===== src/rtl/prvp_spi_slave_ctrl_ml_if.sv =====
// Signal bundle between the SPI frontend/bus side and prvp_spi_slave_ctrl_ml.
// The slave modport is the controller's view; master is the frontend/bus view.
interface prvp_spi_slave_ctrl_ml_if #(
    parameter int unsigned DATA_W = 32,
    parameter int unsigned ADDR_W = 32
);
    logic              cs;
    logic [1:0]        lane_mode;
    logic              pad_dir;
    logic [3:0]        spi_sod;
    logic [7:0]        rx_counter;
    logic              rx_counter_upd;
    logic [DATA_W-1:0] rx_data;
    logic              rx_data_valid;
    logic [7:0]        tx_counter;
    logic              tx_counter_upd;
    logic [DATA_W-1:0] tx_data;
    logic              tx_data_valid;
    logic              tx_done;
    logic              ctrl_rd_wr;
    logic [ADDR_W-1:0] ctrl_addr;
    logic              ctrl_addr_valid;
    logic [DATA_W-1:0] ctrl_data_rx;
    logic              ctrl_data_rx_valid;
    logic              ctrl_data_rx_ready;
    logic [DATA_W-1:0] ctrl_data_tx;
    logic              ctrl_data_tx_valid;
    logic              ctrl_data_tx_ready;
    logic [1:0]        status;

    modport slave (
        input  cs, rx_data, rx_data_valid, tx_done,
               ctrl_data_rx_ready, ctrl_data_tx, ctrl_data_tx_valid,
        output lane_mode, pad_dir, spi_sod, rx_counter, rx_counter_upd,
               tx_counter, tx_counter_upd, tx_data, tx_data_valid,
               ctrl_rd_wr, ctrl_addr, ctrl_addr_valid, ctrl_data_rx,
               ctrl_data_rx_valid, ctrl_data_tx_ready, status
    );

    modport master (
        output cs, rx_data, rx_data_valid, tx_done,
               ctrl_data_rx_ready, ctrl_data_tx, ctrl_data_tx_valid,
        input  lane_mode, pad_dir, spi_sod, rx_counter, rx_counter_upd,
               tx_counter, tx_counter_upd, tx_data, tx_data_valid,
               ctrl_rd_wr, ctrl_addr, ctrl_addr_valid, ctrl_data_rx,
               ctrl_data_rx_valid, ctrl_data_tx_ready, status
    );
endinterface


===== src/rtl/prvp_spi_slave_ctrl_ml.sv =====
// SPI-slave protocol controller (sclk domain) between the shift frontend and the ctrl bus.
// Optional macro PRVP_SPI_SLV_WRAP_EN adds the WR_WRAP command and wrapping address bursts.
module prvp_spi_slave_ctrl_ml #(
    parameter int unsigned DATA_W    = 32,
    parameter int unsigned ADDR_W    = 32,
    parameter int unsigned DUMMY_DEF = 32,
    parameter int unsigned ADDR_STEP = 4
) (
    input  logic                   sclk,
    input  logic                   sys_rstn,
    prvp_spi_slave_ctrl_ml_if.slave bus
);
    localparam logic [7:0] CMD_WR_CFG    = 8'h01;
    localparam logic [7:0] CMD_WR_MEM    = 8'h02;
    localparam logic [7:0] CMD_RD_MEM    = 8'h03;
    localparam logic [7:0] CMD_RD_STATUS = 8'h05;
    localparam logic [7:0] CMD_WR_DUMMY  = 8'h07;
    localparam logic [7:0] CMD_RD_FAST   = 8'h0B;
`ifdef PRVP_SPI_SLV_WRAP_EN
    localparam logic [7:0] CMD_WR_WRAP   = 8'h0C;
`endif

    typedef enum logic [2:0] {
        ST_CMD, ST_CFG_RX, ST_ADDR, ST_DUMMY, ST_DATA_RX, ST_DATA_TX, ST_ERROR
    } state_e;

    state_e            state_q, state_d;
    logic [7:0]        cmd_q, cmd_d;
    logic [1:0]        cfg_q, cfg_d;
    logic [7:0]        dummy_q, dummy_d;
    logic [1:0]        lane_q, lane_d;
    logic              pad_dir_q, pad_dir_d;
    logic [3:0]        sod_q, sod_d;
    logic [7:0]        rx_cnt_q, rx_cnt_d;
    logic              rx_upd_q, rx_upd_d;
    logic [7:0]        tx_cnt_q, tx_cnt_d;
    logic              tx_upd_q, tx_upd_d;
    logic [DATA_W-1:0] tx_data_q, tx_data_d;
    logic              tx_valid_q, tx_valid_d;
    logic              rd_wr_q, rd_wr_d;
    logic [ADDR_W-1:0] addr_q, addr_d;
    logic              addr_valid_q, addr_valid_d;
    logic [DATA_W-1:0] data_rx_q, data_rx_d;
    logic              rx_valid_q, rx_valid_d;
    logic              tx_ready_q, tx_ready_d;
    logic [1:0]        status_q, status_d;
    logic              load_mem_tx;
    logic              load_stat_tx;
`ifdef PRVP_SPI_SLV_WRAP_EN
    logic [7:0]        wrap_q, wrap_d;
`endif

    // Per-lane beat length minus one; lane_mode 3 behaves as quad.
    function automatic logic [7:0] beat_len(input int unsigned bits, input logic [1:0] mode);
        int unsigned sh;
        sh = (mode == 2'd0) ? 32'd0 : (mode == 2'd1) ? 32'd1 : 32'd2;
        return 8'((bits >> sh) - 32'd1);
    endfunction

    function automatic logic [3:0] sod_for(input logic drive, input logic [1:0] mode);
        logic [3:0] s;
        if (!drive)              s = (mode == 2'd0) ? 4'b1101 : 4'b1111;
        else if (mode == 2'd0)   s = 4'b1101;
        else if (mode == 2'd1)   s = 4'b1100;
        else                     s = 4'b0000;
        return s;
    endfunction

`ifdef PRVP_SPI_SLV_WRAP_EN
    // Wrap back to the aligned burst base once the increment crosses a wrap*step boundary.
    function automatic logic [ADDR_W-1:0] addr_next(input logic [ADDR_W-1:0] a);
        logic [ADDR_W-1:0] n;
        logic [ADDR_W-1:0] span;
        n    = a + ADDR_W'(ADDR_STEP);
        span = ADDR_W'(wrap_q) * ADDR_W'(ADDR_STEP);
        if (wrap_q != 8'd0 && (n & (span - ADDR_W'(1))) == '0) n = n - span;
        return n;
    endfunction
`else
    function automatic logic [ADDR_W-1:0] addr_next(input logic [ADDR_W-1:0] a);
        return a + ADDR_W'(ADDR_STEP);
    endfunction
`endif

    // Next-state and registered-output computation.
    always_comb begin
        state_d      = state_q;
        cmd_d        = cmd_q;
        cfg_d        = cfg_q;
        dummy_d      = dummy_q;
        lane_d       = lane_q;
        pad_dir_d    = pad_dir_q;
        rx_cnt_d     = rx_cnt_q;
        tx_cnt_d     = tx_cnt_q;
        tx_data_d    = tx_data_q;
        rd_wr_d      = rd_wr_q;
        addr_d       = addr_q;
        data_rx_d    = data_rx_q;
        status_d     = status_q;
        rx_upd_d     = 1'b0;
        tx_upd_d     = 1'b0;
        tx_valid_d   = 1'b0;
        addr_valid_d = 1'b0;
        rx_valid_d   = 1'b0;
        tx_ready_d   = 1'b0;
        load_mem_tx  = 1'b0;
        load_stat_tx = 1'b0;
`ifdef PRVP_SPI_SLV_WRAP_EN
        wrap_d       = wrap_q;
`endif

        if (bus.cs) begin
            // Pending lane config becomes active for the next command beat.
            state_d   = ST_CMD;
            pad_dir_d = 1'b0;
            lane_d    = cfg_q;
            rx_cnt_d  = beat_len(8, cfg_q);
            rx_upd_d  = 1'b1;
        end else begin
            case (state_q)
                ST_CMD: if (bus.rx_data_valid) begin
                    cmd_d = bus.rx_data[7:0];
                    case (bus.rx_data[7:0])
                        CMD_WR_CFG, CMD_WR_DUMMY: begin
                            state_d  = ST_CFG_RX;
                            rx_cnt_d = beat_len(8, lane_q);
                            rx_upd_d = 1'b1;
                        end
`ifdef PRVP_SPI_SLV_WRAP_EN
                        CMD_WR_WRAP: begin
                            state_d  = ST_CFG_RX;
                            rx_cnt_d = beat_len(8, lane_q);
                            rx_upd_d = 1'b1;
                        end
`endif
                        CMD_RD_STATUS: begin
                            state_d      = ST_DATA_TX;
                            load_stat_tx = 1'b1;
                        end
                        CMD_WR_MEM, CMD_RD_MEM, CMD_RD_FAST: begin
                            state_d  = ST_ADDR;
                            rx_cnt_d = beat_len(ADDR_W, lane_q);
                            rx_upd_d = 1'b1;
                            rd_wr_d  = (bus.rx_data[7:0] != CMD_WR_MEM);
                        end
                        default: state_d = ST_ERROR;
                    endcase
                end
                ST_CFG_RX: if (bus.rx_data_valid) begin
                    case (cmd_q)
                        CMD_WR_CFG:   cfg_d   = bus.rx_data[1:0];
                        CMD_WR_DUMMY: dummy_d = (bus.rx_data[7:0] == 8'd0) ? 8'd1 : bus.rx_data[7:0];
`ifdef PRVP_SPI_SLV_WRAP_EN
                        CMD_WR_WRAP:  wrap_d  = bus.rx_data[7:0];
`endif
                        default: ;
                    endcase
                end
                ST_ADDR: if (bus.rx_data_valid) begin
                    addr_d       = ADDR_W'(bus.rx_data);
                    addr_valid_d = 1'b1;
                    case (cmd_q)
                        CMD_WR_MEM: begin
                            state_d  = ST_DATA_RX;
                            rx_cnt_d = beat_len(DATA_W, lane_q);
                            rx_upd_d = 1'b1;
                        end
                        CMD_RD_FAST: begin
                            state_d  = ST_DUMMY;
                            rx_cnt_d = dummy_q - 8'd1;
                            rx_upd_d = 1'b1;
                        end
                        default: begin
                            state_d     = ST_DATA_TX;
                            load_mem_tx = 1'b1;
                        end
                    endcase
                end
                ST_DUMMY: if (bus.rx_data_valid) begin
                    state_d     = ST_DATA_TX;
                    load_mem_tx = 1'b1;
                end
                ST_DATA_RX: begin
                    // Address advances the cycle after the write strobe it belongs to.
                    if (rx_valid_q) begin
                        addr_d       = addr_next(addr_q);
                        addr_valid_d = 1'b1;
                    end
                    if (bus.rx_data_valid) begin
                        rx_valid_d = 1'b1;
                        data_rx_d  = bus.rx_data;
                        if (!bus.ctrl_data_rx_ready) status_d[1] = 1'b1;
                    end
                end
                ST_DATA_TX: if (bus.tx_done) begin
                    if (cmd_q == CMD_RD_STATUS) begin
                        load_stat_tx = 1'b1;
                    end else begin
                        load_mem_tx  = 1'b1;
                        addr_d       = addr_next(addr_q);
                        addr_valid_d = 1'b1;
                    end
                end
                default: ;
            endcase

            if (load_stat_tx) begin
                pad_dir_d  = 1'b1;
                tx_cnt_d   = beat_len(8, lane_q);
                tx_upd_d   = 1'b1;
                tx_valid_d = 1'b1;
                tx_data_d  = DATA_W'(status_q);
                status_d   = 2'b00;
            end
            if (load_mem_tx) begin
                pad_dir_d  = 1'b1;
                tx_cnt_d   = beat_len(DATA_W, lane_q);
                tx_upd_d   = 1'b1;
                tx_valid_d = 1'b1;
                tx_ready_d = 1'b1;
                if (bus.ctrl_data_tx_valid) begin
                    tx_data_d = bus.ctrl_data_tx;
                end else begin
                    tx_data_d   = '1;
                    status_d[0] = 1'b1;
                end
            end
        end

        sod_d = bus.cs ? 4'b1101 : sod_for(pad_dir_d, lane_d);
    end

    always_ff @(posedge sclk or negedge sys_rstn) begin
        if (!sys_rstn) begin
            state_q      <= ST_CMD;
            cmd_q        <= 8'd0;
            cfg_q        <= 2'd0;
            dummy_q      <= 8'(DUMMY_DEF);
            lane_q       <= 2'd0;
            pad_dir_q    <= 1'b0;
            sod_q        <= 4'b1101;
            rx_cnt_q     <= 8'h07;
            rx_upd_q     <= 1'b0;
            tx_cnt_q     <= 8'h07;
            tx_upd_q     <= 1'b0;
            tx_data_q    <= '0;
            tx_valid_q   <= 1'b0;
            rd_wr_q      <= 1'b0;
            addr_q       <= '0;
            addr_valid_q <= 1'b0;
            data_rx_q    <= '0;
            rx_valid_q   <= 1'b0;
            tx_ready_q   <= 1'b0;
            status_q     <= 2'b00;
`ifdef PRVP_SPI_SLV_WRAP_EN
            wrap_q       <= 8'd0;
`endif
        end else begin
            state_q      <= state_d;
            cmd_q        <= cmd_d;
            cfg_q        <= cfg_d;
            dummy_q      <= dummy_d;
            lane_q       <= lane_d;
            pad_dir_q    <= pad_dir_d;
            sod_q        <= sod_d;
            rx_cnt_q     <= rx_cnt_d;
            rx_upd_q     <= rx_upd_d;
            tx_cnt_q     <= tx_cnt_d;
            tx_upd_q     <= tx_upd_d;
            tx_data_q    <= tx_data_d;
            tx_valid_q   <= tx_valid_d;
            rd_wr_q      <= rd_wr_d;
            addr_q       <= addr_d;
            addr_valid_q <= addr_valid_d;
            data_rx_q    <= data_rx_d;
            rx_valid_q   <= rx_valid_d;
            tx_ready_q   <= tx_ready_d;
            status_q     <= status_d;
`ifdef PRVP_SPI_SLV_WRAP_EN
            wrap_q       <= wrap_d;
`endif
        end
    end

    assign bus.lane_mode          = lane_q;
    assign bus.pad_dir            = pad_dir_q;
    assign bus.spi_sod            = sod_q;
    assign bus.rx_counter         = rx_cnt_q;
    assign bus.rx_counter_upd     = rx_upd_q;
    assign bus.tx_counter         = tx_cnt_q;
    assign bus.tx_counter_upd     = tx_upd_q;
    assign bus.tx_data            = tx_data_q;
    assign bus.tx_data_valid      = tx_valid_q;
    assign bus.ctrl_rd_wr         = rd_wr_q;
    assign bus.ctrl_addr          = addr_q;
    assign bus.ctrl_addr_valid    = addr_valid_q;
    assign bus.ctrl_data_rx       = data_rx_q;
    assign bus.ctrl_data_rx_valid = rx_valid_q;
    assign bus.ctrl_data_tx_ready = tx_ready_q;
    assign bus.status             = status_q;
endmodule

===== src/flat_wrapper.sv =====
// flat-port wrapper written by rule: the top's interface ports become plain ports
module prvp_spi_slave_ctrl_ml_flat 
#(
    parameter int unsigned DATA_W    = 32,
    parameter int unsigned ADDR_W    = 32,
    parameter int unsigned DUMMY_DEF = 32,
    parameter int unsigned ADDR_STEP = 4
)
  (sclk, sys_rstn, bus_cs, bus_rx_data, bus_rx_data_valid, bus_tx_done, bus_ctrl_data_rx_ready, bus_ctrl_data_tx, bus_ctrl_data_tx_valid, bus_lane_mode, bus_pad_dir, bus_spi_sod, bus_rx_counter, bus_rx_counter_upd, bus_tx_counter, bus_tx_counter_upd, bus_tx_data, bus_tx_data_valid, bus_ctrl_rd_wr, bus_ctrl_addr, bus_ctrl_addr_valid, bus_ctrl_data_rx, bus_ctrl_data_rx_valid, bus_ctrl_data_tx_ready, bus_status);
  prvp_spi_slave_ctrl_ml_if #(.DATA_W(DATA_W), .ADDR_W(ADDR_W)) bus_i ();
  input  logic sclk;
  input  logic sys_rstn;
  input wire logic [$bits(bus_i.cs)-1:0] bus_cs;
  input wire logic [$bits(bus_i.rx_data)-1:0] bus_rx_data;
  input wire logic [$bits(bus_i.rx_data_valid)-1:0] bus_rx_data_valid;
  input wire logic [$bits(bus_i.tx_done)-1:0] bus_tx_done;
  input wire logic [$bits(bus_i.ctrl_data_rx_ready)-1:0] bus_ctrl_data_rx_ready;
  input wire logic [$bits(bus_i.ctrl_data_tx)-1:0] bus_ctrl_data_tx;
  input wire logic [$bits(bus_i.ctrl_data_tx_valid)-1:0] bus_ctrl_data_tx_valid;
  output wire logic [$bits(bus_i.lane_mode)-1:0] bus_lane_mode;
  output wire logic [$bits(bus_i.pad_dir)-1:0] bus_pad_dir;
  output wire logic [$bits(bus_i.spi_sod)-1:0] bus_spi_sod;
  output wire logic [$bits(bus_i.rx_counter)-1:0] bus_rx_counter;
  output wire logic [$bits(bus_i.rx_counter_upd)-1:0] bus_rx_counter_upd;
  output wire logic [$bits(bus_i.tx_counter)-1:0] bus_tx_counter;
  output wire logic [$bits(bus_i.tx_counter_upd)-1:0] bus_tx_counter_upd;
  output wire logic [$bits(bus_i.tx_data)-1:0] bus_tx_data;
  output wire logic [$bits(bus_i.tx_data_valid)-1:0] bus_tx_data_valid;
  output wire logic [$bits(bus_i.ctrl_rd_wr)-1:0] bus_ctrl_rd_wr;
  output wire logic [$bits(bus_i.ctrl_addr)-1:0] bus_ctrl_addr;
  output wire logic [$bits(bus_i.ctrl_addr_valid)-1:0] bus_ctrl_addr_valid;
  output wire logic [$bits(bus_i.ctrl_data_rx)-1:0] bus_ctrl_data_rx;
  output wire logic [$bits(bus_i.ctrl_data_rx_valid)-1:0] bus_ctrl_data_rx_valid;
  output wire logic [$bits(bus_i.ctrl_data_tx_ready)-1:0] bus_ctrl_data_tx_ready;
  output wire logic [$bits(bus_i.status)-1:0] bus_status;
  assign bus_i.cs = bus_cs;
  assign bus_i.rx_data = bus_rx_data;
  assign bus_i.rx_data_valid = bus_rx_data_valid;
  assign bus_i.tx_done = bus_tx_done;
  assign bus_i.ctrl_data_rx_ready = bus_ctrl_data_rx_ready;
  assign bus_i.ctrl_data_tx = bus_ctrl_data_tx;
  assign bus_i.ctrl_data_tx_valid = bus_ctrl_data_tx_valid;
  assign bus_lane_mode = bus_i.lane_mode;
  assign bus_pad_dir = bus_i.pad_dir;
  assign bus_spi_sod = bus_i.spi_sod;
  assign bus_rx_counter = bus_i.rx_counter;
  assign bus_rx_counter_upd = bus_i.rx_counter_upd;
  assign bus_tx_counter = bus_i.tx_counter;
  assign bus_tx_counter_upd = bus_i.tx_counter_upd;
  assign bus_tx_data = bus_i.tx_data;
  assign bus_tx_data_valid = bus_i.tx_data_valid;
  assign bus_ctrl_rd_wr = bus_i.ctrl_rd_wr;
  assign bus_ctrl_addr = bus_i.ctrl_addr;
  assign bus_ctrl_addr_valid = bus_i.ctrl_addr_valid;
  assign bus_ctrl_data_rx = bus_i.ctrl_data_rx;
  assign bus_ctrl_data_rx_valid = bus_i.ctrl_data_rx_valid;
  assign bus_ctrl_data_tx_ready = bus_i.ctrl_data_tx_ready;
  assign bus_status = bus_i.status;
  prvp_spi_slave_ctrl_ml #(.DATA_W(DATA_W), .ADDR_W(ADDR_W), .DUMMY_DEF(DUMMY_DEF), .ADDR_STEP(ADDR_STEP)) u_core (.sclk(sclk), .sys_rstn(sys_rstn), .bus(bus_i));
endmodule

===== config.mk =====
export PLATFORM = sky130hd
export DESIGN_NAME = prvp_spi_slave_ctrl_ml_flat
export DESIGN_NICKNAME = d
export VERILOG_FILES = /design/src/rtl/prvp_spi_slave_ctrl_ml_if.sv /design/src/rtl/prvp_spi_slave_ctrl_ml.sv /design/src/flat_wrapper.sv
export SDC_FILE = /design/constraint.sdc
export NUM_CORES = 1
export LEC_CHECK = 0
export ABC_AREA = 0
export CAP_MARGIN = 40
export CELL_PAD_IN_SITES_DETAIL_PLACEMENT = 0
export CELL_PAD_IN_SITES_GLOBAL_PLACEMENT = 1
export CORE_MARGIN = 5
export CORE_UTILIZATION = 37
export DETAILED_ROUTE_END_ITERATION = 8
export PLACE_DENSITY = 0.78
export SETUP_SLACK_MARGIN = 0.1
export SYNTH_ARGS = -nofsm -noshare
export SYNTH_HDL_FRONTEND = slang
export SYNTH_SLANG_ARGS = --single-unit

===== constraint.sdc =====
create_clock -name sclk -period 2.45 [get_ports sclk]
set_input_delay 0.3675 -clock sclk [delete_from_list [all_inputs] [get_ports sclk]]
set_output_delay 0.3675 -clock sclk [all_outputs]
set_load 0.03 [all_outputs]

==> summary.txt <==
GRT
  – Vias in the first global route: 6,175
  – Total gr overflow: 0
  – First-pass GRT wire length: 33,400 um
  – Largest net degree at the start of global routing: 55
  – Tot GR Track Use: 0.189
  – Initial antenna violation count: 0

Status
  – Status: finished clean

Final layout
  – Post-layout net count: 954
  – Share of cells above drive strength 1: 0.183
  – Synthesis-to-finish area growth: 44.5%
  – Final Core Density: 0.543
  – Design area: 10,100 um^2
  – Multi-input logic area: 3110 um^2
  – Antenna cells: 0
  – Filler cells: 1,621
  – Reg area: 3690 um^2

Die
  – Die outline area: 21,800 um^2
  – Initial Util: 0.376
  – Die X: 148 um
  – Chip Height: 148 um
  – I/O Pins: 199
  – FP Rows: 50
  – Core box area: 18,700 um^2

Clock tree
  – Clock Path Buffers: 2
  – Post-CTS Setup Bufs: 0
  – H-Tree Depth: 4
  – CTS Root Cell: clkbuf_16
  – Worst-Skew Late Latency: 410 ps
  – Clock-pin slew of the registers on the worst-case setup and hold paths: 60 ps
  – Clk sinks: 147
  – TritonCTS buffer count: 17
  – CTS tree: yes

Synthesis
  – Most used DFF post-synth: dfrtp_1
  – Mapped Nets: 734
  – Largest area contributor in the netlist: dfrtp_1
  – #FFs+latches synth: 147
  – Avg Cell Area, Syn: 10.6 um^2
  – Area share of the largest cell type after synthesis: 0.492
  – Number of synthesized flops with an enable pin: 0
  – Post-synth ARST share: 1.00
  – Mapped cell area: 7030 um^2
  – Synth area leaders: dfrtp_1 (49%), mux2_2 (8.7%), mux2i_1 (4.8%), nand2_1 (3.4%), dfstp_2 (3.4%)
  – Synth warn: 0
  – Sequential fraction of the synthesis area: 0.525
  – Synth cell types: 73
  – Syn Inst Count: 661

Setup path
  – Crit-path slowest cell: or4_1
  – CP peak stage delay: 610 ps
  – R2R Setup Slk: 280 ps
  – R2R depth: 5
  – Req. time, crit path: 2770 ps
  – CP arrival: 2500 ps
  – Worst-path fanout max: 5
  – Worst setup EP type: flop
  – Critical path type: reg2reg
  – FF-to-FF End: u_core.bus.rx_counter[2]
  – Worst Path Buf+Inv: 0
  – Crit Reg-Reg Startpoint: u_core.cmd_q[5]
  – Cell Chain, Critical Path: or4_4, or4_1, nand2b_4, o211ai_1, mux2i_1
  – Worst Setup Start Kind: flop
  – Top delay family on crit path: simple AND/OR/NAND/NOR gates

STA
  – Tmin final: 2170 ps
  – Hold Vio Cnt, Final: 0
  – Fin worst setup slack: 276 ps
  – Hold slack: 426 ps
  – Fmax: 460 MHz
  – Final count of pins violating max slew: 0
  – Fin crit share: 0.887
  – TNS Setup: 0 ps
  – Worst slew pin tran: 665 ps
  – Final Skew: 7.32 ps
  – # setup viols final: 0
  – Slew headroom: 0.553
  – RSZ-0062 raised after global routing: false

Detailed routing
  – Via-to-Cell Ratio: 5.37
  – WL per Instance: 18.2 um
  – # DRC: 0
  – TritonRoute pass-1 iters: 5
  – Vias: 6,058
  – WL final: 20,500 um
  – Post-route ant nets: 0
  – Drt initial violations: 369

Power
  – Max rail drop VDD: 538 uV
  – P_leak: 4.27 nW
  – PwrDens: 1020 nW/um^2

Placement
  – Placement Setup Slack: -100 ps
  – DP Wirelength: 15,400 um
  – Dpl cell area: 9520 um^2
  – Global placer's final weighted congestion: 0.830
  – Port-buffer cells: 198

Min path
  – HP Class: in2async

Flow run
  – Max-Cap Viols: 0
[kinds of logic (layout without fill, tap and decap cells)]
logic type      Yosys count  after routing  synth area share
compound gates          134            134             0.126
xor+xnor                  7              7           0.00873
fa+ha+maj                 2              2           0.00356
buf+inv                  58            291            0.0395
flops                   147            147             0.525
mux                      88             88             0.135
simple gates            225            225             0.162
[cell usage after synthesis (all sizes together), types with 3 or more instances]
| master | number |
|---|---|
| dfrtp | 138 |
| nand2 | 64 |
| nor2 | 58 |
| mux2 | 54 |
| a21oi | 39 |
| mux2i | 34 |
| clkbuf | 24 |
| nand3 | 23 |
| o21ai | 22 |
| buf | 20 |
| inv | 13 |
| nor3 | 12 |
| a2bb2oi | 11 |
| a31oi | 11 |
| nand4 | 10 |
| nor4 | 10 |
| o22ai | 10 |
| dfstp | 9 |
| nor2b | 8 |
| nand2b | 7 |
| o22a | 7 |
| xor2 | 6 |
| and2 | 5 |
| and3 | 5 |
| a22oi | 4 |
| a41oi | 4 |
| nand3b | 4 |
| a211o | 3 |
| nor4b | 3 |
| o211ai | 3 |
| or2 | 3 |
[per-layer routing]
| layer | global-route usage | share of wire | up-vias |
|---|---|---|---|
| li1 | - | - | 2841 |
| met1 | 0.249 | 0.43 | 2950 |
| met2 | 0.299 | 0.46 | 241 |
| met4 | 0.0489 | 0.014 | 0 |
| met3 | 0.0650 | 0.089 | 26 |
| met5 | 0 | 0 | - |
[repair_timing]
| item | 4_1_cts | 5_1_grt |
|---|---|---|
| hold endpoints to repair | 26 | 0 |
| gates resized for setup | 0 | 3 |
| hold buffers | 1 | 0 |
| setup endpoints to repair | 0 | 34 |
[report_power, final]
group	total [W]	leakage [nW]	switching (W)	internal, W
Combinational	0.00401	2.22	0.00225	0.00176
Clock	0.00264	0.284	0.00103	0.00161
Sequential	0.00370	1.76	0.000590	0.00311
[worst max-delay path by stage]
stage	start	end	slack [ps]	cells after the start
final	u_core.cmd_q[5]	u_core.bus.rx_counter[2]	280	5
after CTS	u_core.state_q[2]	u_core.bus.tx_data[31]	190	7
after global routing	u_core.state_q[1]	u_core.bus.ctrl_addr[9]	190	6
after detailed placement	bus_rx_data_valid	u_core.bus.tx_data[31]	-100	7
after global placement	bus_rx_data_valid	u_core.bus.tx_counter[3]	-30	7
after floorplan	u_core.bus.ctrl_addr[10]	u_core.bus.ctrl_addr[26]	420	6
[flip-flops by register name, summed over array words and instances, names as in the netlist]
register,cells
u_core.bus.ctrl_rd_wr,1
u_core.bus.tx_counter,8
u_core.bus.status,2
u_core.dummy_q,8
u_core.bus.rx_counter,8
u_core.bus.tx_counter_upd,1
u_core.cmd_q,8
u_core.bus.ctrl_addr,32
u_core.bus.lane_mode,2
u_core.bus.rx_counter_upd,1
u_core.bus.tx_data,32
u_core.bus.pad_dir,1
u_core.cfg_q,2
u_core.bus.spi_sod,3
u_core.state_q,3
u_core.bus.ctrl_data_tx_ready,1
u_core.bus.ctrl_data_rx_valid,1
u_core.bus.ctrl_data_rx,32
u_core.bus.ctrl_addr_valid,1
[cell type report]
class / count / area share
clock buffers: 21 / 0.0473
flip-flops and latches: 147 / 0.364
repair buffers: 245 / 0.236
clock inverters: 11 / 0.0123
well taps: 234 / 0.0288
inverters: 14 / 0.00518
multi-input cells: 456 / 0.307
[stage by stage]
step	cells	total power, W
after floorplan	661	0.00583
after global placement	1094	0.00767
after detailed placement	1095	0.00777
after CTS	1128	0.0105
after global routing	1128	0.0109
final	1128	0.0104
[placed cells by master (no fill, tap or decap), types with 17 or more instances in the layout]
master	n
mux2_2	54
mux2i_1	34
nor2_1	58
clkbuf_16	17
o21ai_0	20
dfrtp_1	138
a21oi_1	38
nand3_1	22
buf_4	42
clkdlybuf4s50_1	197
nand2_1	64
Note: power is estimated with default switching activity, not from simulation.
